--- config.mk ---
export PLATFORM = sky130hd
export DESIGN_NAME = spi_cmd_slave_flat
export DESIGN_NICKNAME = d
export VERILOG_FILES = /design/src/rtl/spi_cmd_pkg.sv /design/src/rtl/spi_cmd_slave_if.sv /design/src/rtl/spi_byte_shifter.sv /design/src/rtl/spi_cmd_slave.sv /design/src/flat_wrapper.sv
export SDC_FILE = /design/constraint.sdc
export NUM_CORES = 1
export LEC_CHECK = 0
export BUFFER_PORTS_ARGS = -buffer_cell sky130_fd_sc_hd__clkbuf_2
export CAP_MARGIN = 20
export CORE_MARGIN = 5
export CORE_UTILIZATION = 40
export CTS_CLUSTER_SIZE = 10
export DETAILED_ROUTE_END_ITERATION = 10
export SETUP_SLACK_MARGIN = 0.1
export SYNTH_ARGS = -nofsm -noshare
export SYNTH_HDL_FRONTEND = slang
export SYNTH_SLANG_ARGS = --single-unit
export TNS_END_PERCENT = 10
--- constraint.sdc ---
create_clock -name clk_in -period 3.5 [get_ports clk_in]
set_clock_uncertainty 0.05 [all_clocks]
set_input_delay 0.35 -clock clk_in [delete_from_list [all_inputs] [get_ports clk_in]]
set_output_delay 0.35 -clock clk_in [all_outputs]
set_load 0.01 [all_outputs]
--- src/rtl/spi_cmd_pkg.sv ---
// Shared definitions for the SPI command slave.
//   - Opcode byte constants sent by the host MCU.
//   - Decoder FSM state encoding and register-target encoding.
//   - Known waveform code values.
//   - Helper that classifies register-write opcodes.
package spi_cmd_pkg;

    localparam logic [7:0] OP_TON   = 8'h91;
    localparam logic [7:0] OP_TOFF  = 8'h9E;
    localparam logic [7:0] OP_WAVE  = 8'h9C;
    localparam logic [7:0] OP_IP    = 8'h93;
    localparam logic [7:0] OP_START = 8'h06;
    localparam logic [7:0] OP_STOP  = 8'h07;
    localparam logic [7:0] OP_FB    = 8'hAB;

    localparam logic [15:0] WAVE_CODE_8000 = 16'h8000;
    localparam logic [15:0] WAVE_CODE_2001 = 16'h2001;
    localparam logic [15:0] WAVE_CODE_6001 = 16'h6001;

    typedef enum logic [1:0] {StIdle, StDataLo, StDataHi, StFbTx} state_e;
    typedef enum logic [1:0] {TgtTon, TgtToff, TgtWave, TgtIp} target_e;

    function automatic logic is_reg_op(input logic [7:0] op);
        return (op == OP_TON) || (op == OP_TOFF) || (op == OP_WAVE) || (op == OP_IP);
    endfunction

endpackage

--- src/rtl/spi_cmd_slave_if.sv ---
// SPI pin bundle between the host MCU (master) and the command slave.
//   sclk, cs_n, mosi : driven by the master
//   miso             : driven by the slave
interface spi_cmd_slave_if;
    logic sclk;
    logic cs_n;
    logic mosi;
    logic miso;

    modport master (output sclk, output cs_n, output mosi, input miso);
    modport slave  (input sclk, input cs_n, input mosi, output miso);
endinterface

--- src/rtl/spi_byte_shifter.sv ---
// SPI mode-0 byte shifter running in the clk_in domain.
//   clk_in, sys_rst_n : system clock, asynchronous active-low reset
//   sclk, cs_n, mosi  : raw asynchronous SPI pins (2-FF synchronized here)
//   tx_load, tx_byte  : when tx_load is high, tx_byte is loaded on cs_n falling
//   rx_byte           : last complete received byte (MSB first)
//   byte_valid        : one-cycle pulse when the 8th bit has been received
//   miso              : registered serial output, MSB first
module spi_byte_shifter (
    input  logic       clk_in,
    input  logic       sys_rst_n,
    input  logic       sclk,
    input  logic       cs_n,
    input  logic       mosi,
    input  logic       tx_load,
    input  logic [7:0] tx_byte,
    output logic [7:0] rx_byte,
    output logic       byte_valid,
    output logic       miso
);

    logic [1:0] sclk_sync;
    logic [1:0] cs_sync;
    logic [1:0] mosi_sync;
    logic       sclk_prev;
    logic       cs_prev;
    logic [2:0] bit_cnt;
    logic [6:0] rx_sr;
    logic [7:0] tx_sr;
    logic       sclk_rise;
    logic       cs_fall;

    assign sclk_rise = sclk_sync[1] & ~sclk_prev;
    assign cs_fall   = ~cs_sync[1] & cs_prev;
    assign miso      = tx_sr[7];

    always_ff @(posedge clk_in or negedge sys_rst_n) begin
        if (!sys_rst_n) begin
            // cs_n idles high so reset must not look like a falling edge
            sclk_sync  <= 2'b00;
            cs_sync    <= 2'b11;
            mosi_sync  <= 2'b00;
            sclk_prev  <= 1'b0;
            cs_prev    <= 1'b1;
            bit_cnt    <= 3'd0;
            rx_sr      <= 7'd0;
            rx_byte    <= 8'd0;
            byte_valid <= 1'b0;
            tx_sr      <= 8'd0;
        end else begin
            sclk_sync  <= {sclk_sync[0], sclk};
            cs_sync    <= {cs_sync[0], cs_n};
            mosi_sync  <= {mosi_sync[0], mosi};
            sclk_prev  <= sclk_sync[1];
            cs_prev    <= cs_sync[1];
            byte_valid <= 1'b0;

            if (cs_fall) begin
                // A new window always restarts framing; partial bytes are lost here
                bit_cnt <= 3'd0;
                tx_sr   <= tx_load ? tx_byte : 8'd0;
            end else if (sclk_rise && !cs_sync[1]) begin
                rx_sr   <= {rx_sr[5:0], mosi_sync[1]};
                bit_cnt <= bit_cnt + 3'd1;
                tx_sr   <= {tx_sr[6:0], 1'b0};
                if (bit_cnt == 3'd7) begin
                    rx_byte    <= {rx_sr, mosi_sync[1]};
                    byte_valid <= 1'b1;
                end
            end

            if (!tx_load) begin
                tx_sr <= 8'd0;
            end
        end
    end

endmodule

--- src/rtl/spi_cmd_slave.sv ---
// SPI command slave: decodes opcode/data byte streams from the host MCU,
// commits 16-bit configuration registers atomically, issues start/stop
// pulses and serves a 4-byte feedback readback on miso.
//   clk_in, sys_rst_n : 50 MHz system clock, asynchronous active-low reset
//   spi               : SPI pins (slave modport)
//   fb_data           : feedback word, captured when opcode 0xAB is decoded
//   ton, toff         : pulse on/off times in us
//   waveform, ip_set  : waveform code, peak current in 0.5 A units
//   cfg_upd           : one-cycle pulse in the cycle a register changes
//   start_pulse       : one-cycle pulse on opcode 0x06
//   stop_pulse        : one-cycle pulse on opcode 0x07
// Build option: define SPI_CMD_TIMEOUT_EN to abort multi-byte sequences
// after TIMEOUT_CYC clk_in cycles without a completed byte.
module spi_cmd_slave
    import spi_cmd_pkg::*;
#(
    parameter int unsigned TIMEOUT_CYC = 5000
) (
    input  logic                  clk_in,
    input  logic                  sys_rst_n,
    spi_cmd_slave_if.slave        spi,
    input  logic [31:0]           fb_data,
    output logic [15:0]           ton,
    output logic [15:0]           toff,
    output logic [15:0]           waveform,
    output logic [15:0]           ip_set,
    output logic                  cfg_upd,
    output logic                  start_pulse,
    output logic                  stop_pulse
);

    logic [7:0]  rx_byte;
    logic        byte_valid;
    logic        tx_load;
    logic [7:0]  tx_byte;
    logic        timeout_hit;
    state_e      state_q;
    state_e      cur_st;
    target_e     target_q;
    logic [7:0]  lo_q;
    logic [31:0] fb_shadow;
    logic [1:0]  fb_idx;

    spi_byte_shifter u_shifter (
        .clk_in     (clk_in),
        .sys_rst_n  (sys_rst_n),
        .sclk       (spi.sclk),
        .cs_n       (spi.cs_n),
        .mosi       (spi.mosi),
        .tx_load    (tx_load),
        .tx_byte    (tx_byte),
        .rx_byte    (rx_byte),
        .byte_valid (byte_valid),
        .miso       (spi.miso)
    );

    assign tx_load = (state_q == StFbTx);

    always_comb begin
        tx_byte = fb_shadow[7:0];
        unique case (fb_idx)
            2'd0: tx_byte = fb_shadow[7:0];
            2'd1: tx_byte = fb_shadow[15:8];
            2'd2: tx_byte = fb_shadow[23:16];
            2'd3: tx_byte = fb_shadow[31:24];
            default: tx_byte = fb_shadow[7:0];
        endcase
    end

`ifdef SPI_CMD_TIMEOUT_EN
    localparam int unsigned TmoW = $clog2(TIMEOUT_CYC + 1);
    logic [TmoW-1:0] tmo_cnt;

    assign timeout_hit = (state_q != StIdle) && (tmo_cnt == TmoW'(TIMEOUT_CYC));

    always_ff @(posedge clk_in or negedge sys_rst_n) begin
        if (!sys_rst_n) begin
            tmo_cnt <= '0;
        end else if (state_q == StIdle || byte_valid) begin
            tmo_cnt <= '0;
        end else if (!timeout_hit) begin
            tmo_cnt <= tmo_cnt + 1'b1;
        end
    end
`else
    // No timeout: the FSM waits indefinitely; the parameter stays referenced
    assign timeout_hit = 1'b0 & (TIMEOUT_CYC == 0);
`endif

    // A timeout in the same cycle as a byte takes effect first, so the byte
    // is decoded as if the FSM were already idle.
    always_comb begin
        cur_st = timeout_hit ? StIdle : state_q;
    end

    always_ff @(posedge clk_in or negedge sys_rst_n) begin
        if (!sys_rst_n) begin
            state_q     <= StIdle;
            target_q    <= TgtTon;
            lo_q        <= 8'd0;
            fb_shadow   <= 32'd0;
            fb_idx      <= 2'd0;
            ton         <= 16'd0;
            toff        <= 16'd0;
            waveform    <= 16'd0;
            ip_set      <= 16'd0;
            cfg_upd     <= 1'b0;
            start_pulse <= 1'b0;
            stop_pulse  <= 1'b0;
        end else begin
            cfg_upd     <= 1'b0;
            start_pulse <= 1'b0;
            stop_pulse  <= 1'b0;
            if (timeout_hit) begin
                state_q <= StIdle;
            end
            if (byte_valid) begin
                unique case (cur_st)
                    StIdle: begin
                        if (is_reg_op(rx_byte)) begin
                            state_q <= StDataLo;
                        end
                        case (rx_byte)
                            OP_TON:   target_q <= TgtTon;
                            OP_TOFF:  target_q <= TgtToff;
                            OP_WAVE:  target_q <= TgtWave;
                            OP_IP:    target_q <= TgtIp;
                            OP_START: start_pulse <= 1'b1;
                            OP_STOP:  stop_pulse  <= 1'b1;
                            OP_FB: begin
                                fb_shadow <= fb_data;
                                fb_idx    <= 2'd0;
                                state_q   <= StFbTx;
                            end
                            default: ;
                        endcase
                    end
                    StDataLo: begin
                        lo_q    <= rx_byte;
                        state_q <= StDataHi;
                    end
                    StDataHi: begin
                        // Both halves land in one cycle so no half-written value is visible
                        unique case (target_q)
                            TgtTon:  ton      <= {rx_byte, lo_q};
                            TgtToff: toff     <= {rx_byte, lo_q};
                            TgtWave: waveform <= {rx_byte, lo_q};
                            TgtIp:   ip_set   <= {rx_byte, lo_q};
                            default: ;
                        endcase
                        cfg_upd <= 1'b1;
                        state_q <= StIdle;
                    end
                    StFbTx: begin
                        fb_idx <= fb_idx + 2'd1;
                        if (fb_idx == 2'd3) begin
                            state_q <= StIdle;
                        end
                    end
                    default: state_q <= StIdle;
                endcase
            end
        end
    end

endmodule

--- src/flat_wrapper.sv ---
// flat-port wrapper written by rule: the top's interface ports become plain ports
module spi_cmd_slave_flat import spi_cmd_pkg::*;
#(
    parameter int unsigned TIMEOUT_CYC = 5000
)
  (clk_in, sys_rst_n, fb_data, ton, toff, waveform, ip_set, cfg_upd, start_pulse, stop_pulse, spi_sclk, spi_cs_n, spi_mosi, spi_miso);
  spi_cmd_slave_if spi_i ();
  input  logic clk_in;
  input  logic sys_rst_n;
  input  logic [31:0] fb_data;
  output logic [15:0] ton;
  output logic [15:0] toff;
  output logic [15:0] waveform;
  output logic [15:0] ip_set;
  output logic cfg_upd;
  output logic start_pulse;
  output logic stop_pulse;
  input wire logic [$bits(spi_i.sclk)-1:0] spi_sclk;
  input wire logic [$bits(spi_i.cs_n)-1:0] spi_cs_n;
  input wire logic [$bits(spi_i.mosi)-1:0] spi_mosi;
  output wire logic [$bits(spi_i.miso)-1:0] spi_miso;
  assign spi_i.sclk = spi_sclk;
  assign spi_i.cs_n = spi_cs_n;
  assign spi_i.mosi = spi_mosi;
  assign spi_miso = spi_i.miso;
  spi_cmd_slave #(.TIMEOUT_CYC(TIMEOUT_CYC)) u_core (.clk_in(clk_in), .sys_rst_n(sys_rst_n), .spi(spi_i), .fb_data(fb_data), .ton(ton), .toff(toff), .waveform(waveform), .ip_set(ip_set), .cfg_upd(cfg_upd), .start_pulse(start_pulse), .stop_pulse(stop_pulse));
endmodule
==> impl_metrics.yaml <==
clock_tree:
  cts_hold_buf: 4
  postCtsSetupRepairBufs: 0
  clockBufferDepth: 2
  clock_latency_ns: 0.41
  cts_root_buffer: "clkbuf_16"
  h-tree-depth: 4
  numCtsBuffers: 17
  clk_pin_slew_ns: 0.06
  cts_tree: "built"
  cts.sinks: 148
  ctsResizeCount: 0
logic_synthesis:
  syn-num-nets: 450
  synth.top_cell.area_share_pct: 59.6
  ys_seq_area_share_pct: 60.9
  synth_edf_count: 0
  synth_async_sr_flop_share_pct: 100
  netlist_top_cells_area: "dfrtp_1 60%, mux2_2 16%, mux2_4 7.2%, nand2_1 1.4%, a222oi_1 1.3%"
  avgSynthCellArea_um2: 14.9
  yosys_warnings: 0
  synthFlopType: "dfrtp_1"
  synth_area_mm2: 0.00608
  syn_inst: 407
  ys_ff_latch: 148
  synthMostInstantiatedCell: "dfrtp_1"
  synth_common_cells: "145 x dfrtp_1, 89 x mux2_2, 29 x mux2_4"
  synth_top_area_cell: "dfrtp_1"
  yosys.cell_types.count: 39
cells_and_area:
  syn_to_final_growth_pct: 21.8
  antenna_cells: 0
  post-route-cell-area_mm2: 0.00741
  stdcell_count: 719
  drive_gt1_share_pct: 50.7
  nets: 564
placed_design:
  placed_cells: 686
  numPortBuffers: 104
  hpwl_um: 8600
  placed_cell_area_mm2: 0.00679
  place.gp.congestion: 0.739
routing:
  drc: 0
  vias_per_cell: 5.13
  postRouteAntennaNets: 0
  wirelength_um: 12400
  via_count: 3692
  wl_per_cell_um: 17.3
  dr.pass1.iters: 4
  drtIter0Drc: 156
floorplanning:
  die_w_um: 133
  dieArea_mm2: 0.0178
  core_area_mm2: 0.0150
  dieHeight_um: 133
  start_util_pct: 40.5
  num_io_pins: 105
  row_count: 45
min_path:
  whs_path_depth: 2
  hold_path_class: "input port to flop"
  holdCritStartpoint: "fb_data[8]"
  whs_endpoint: "u_core.fb_shadow[8]"
sta:
  rsz0062_at_grt: "false"
  finalCriticalPeriod_ns: 2.64
  max_slew_margin_pct: 27.5
  worstMarginPinSlew_ns: 1.08
  report.final.setup_viol: 0
  setup-tns-final_ns: 0
  fmax_mhz: 378
  finalHoldViolCount: 0
  final_max_slew_viol_count: 0
  post-route-period-util_pct: 75.5
  timing.hold.ws_ns: 0.110
grt:
  grtUsageTotal_pct: 14.6
  grt_start_max_net_pins: 79
  grt.overflow.total: 0
  grt_pass1_vias: 3928
  antenna_found_initial: 0
  grt_pass1_wl_um: 20400
critical_path:
  endpoint_kind: "flop"
  regToRegStartpoint: "u_core.u_shifter.rx_byte[6]"
  rr_worst_depth: 5
  path_class: "flop to flop"
  start_kind: "flop"
  r2r_end: "u_core.fb_shadow[14]"
  critPathArrivalTime_ns: 2.89
  regToRegSetupSlack_ns: 0.86
  crit_fanout: 26
  cp.required_ns: 3.75
power:
  max-vdd-ir-drop_v: 0.000279
  power_density_mw_per_mm2: 494
  p_leak_uw: 0.00374
  power_uw: 3660
flow_run:
  drv_cap: 0
status:
  status: "complete, no violations"
## final cells by class
type,instances,area (um2)
fillers,1300,7620
inverters,7,26.3
clock buffers,19,453
flip-flops and latches,148,3710
repair buffers,117,634
multi-input cells,230,2220
clock inverters,10,134
well taps,188,235
## metrics by stage
step,util [%],setup WS (ns)
final,49.3,0.858
after global routing,49.3,0.739
after CTS,49.3,0.815
after detailed placement,45.1,0.815
after global placement,45.1,0.893
after floorplan,-,1.33
## logic make-up (layout without fill, tap and decap cells)
group	count (synthesis)	in the layout	synth area share (%)
AND/OR/NAND/NOR	61	61	5.53
XOR/XNOR	1	1	0.144
AO/OA/AOI/OAI	44	44	5.70
adder cells (fa/ha/maj)	6	6	1.23
buffers and inverters	29	153	2.82
multiplexers	118	118	23.6
flip-flops	148	148	60.9
## worst max-delay path by stage
stage,startpoint,end,cells past startpoint
global route,u_core.u_shifter.rx_byte[6],u_core.fb_shadow[22],5
CTS,u_core.u_shifter.rx_byte[6],u_core.fb_shadow[14],5
global placement,u_core.u_shifter.rx_byte[6],u_core.fb_shadow[9],5
finish,u_core.u_shifter.rx_byte[6],u_core.fb_shadow[14],5
detailed placement,u_core.u_shifter.rx_byte[6],u_core.fb_shadow[22],5
floorplan,u_core.u_shifter.rx_byte[6],u_core.fb_shadow[10],6
## cell usage in the layout, fill, tap and decap left out, types with 8 or more instances in the layout
cell and n:
buf_4 9, mux2_2 89, nor2_1 14, a222oi_1 8, clkbuf_16 17, mux2_4 29
clkbuf_2 103, nand2_1 22, dfrtp_1 145
## sequential cells by signal (all words and copies together), names as in the netlist, 2 cells and up
register / cells
u_core.lo_q: 8
u_core.waveform: 16
u_core.u_shifter.cs_sync: 2
u_core.u_shifter.mosi_sync: 2
u_core.ton: 16
u_core.u_shifter.tx_sr: 8
u_core.fb_idx: 2
u_core.u_shifter.sclk_sync: 2
u_core.toff: 16
u_core.target_q: 2
u_core.cur_st: 2
u_core.u_shifter.rx_sr: 7
u_core.u_shifter.bit_cnt: 3
u_core.u_shifter.rx_byte: 8
u_core.ip_set: 16
u_core.fb_shadow: 32
## where the power goes
| group | internal, uW | total (uW) | switching [uW] |
|---|---|---|---|
| Sequential | 1750 | 1770 | 23.7 |
| Clock | 1140 | 1800 | 657 |
| Combinational | 43.6 | 94.8 | 51.2 |
## worst max-delay path: stages, from the launching register on
cell     delay [ns]
dfrtp_1        0.48
or4b_1         0.53
or3_4          0.43
nor2_8         0.46
buf_4          0.27
mux2_4         0.31
## metal layers
metal  global-route usage (%)  share of wire (%)  vias to the layer above
li1                         -                  -                     1710
met1                     18.8                 44                     1887
met2                     23.4                 49                       77
met3                     3.85                4.5                       18
met4                     5.83                1.9                        0
met5                        0                  0                        -
Note: power is estimated with default switching activity, not from simulation.
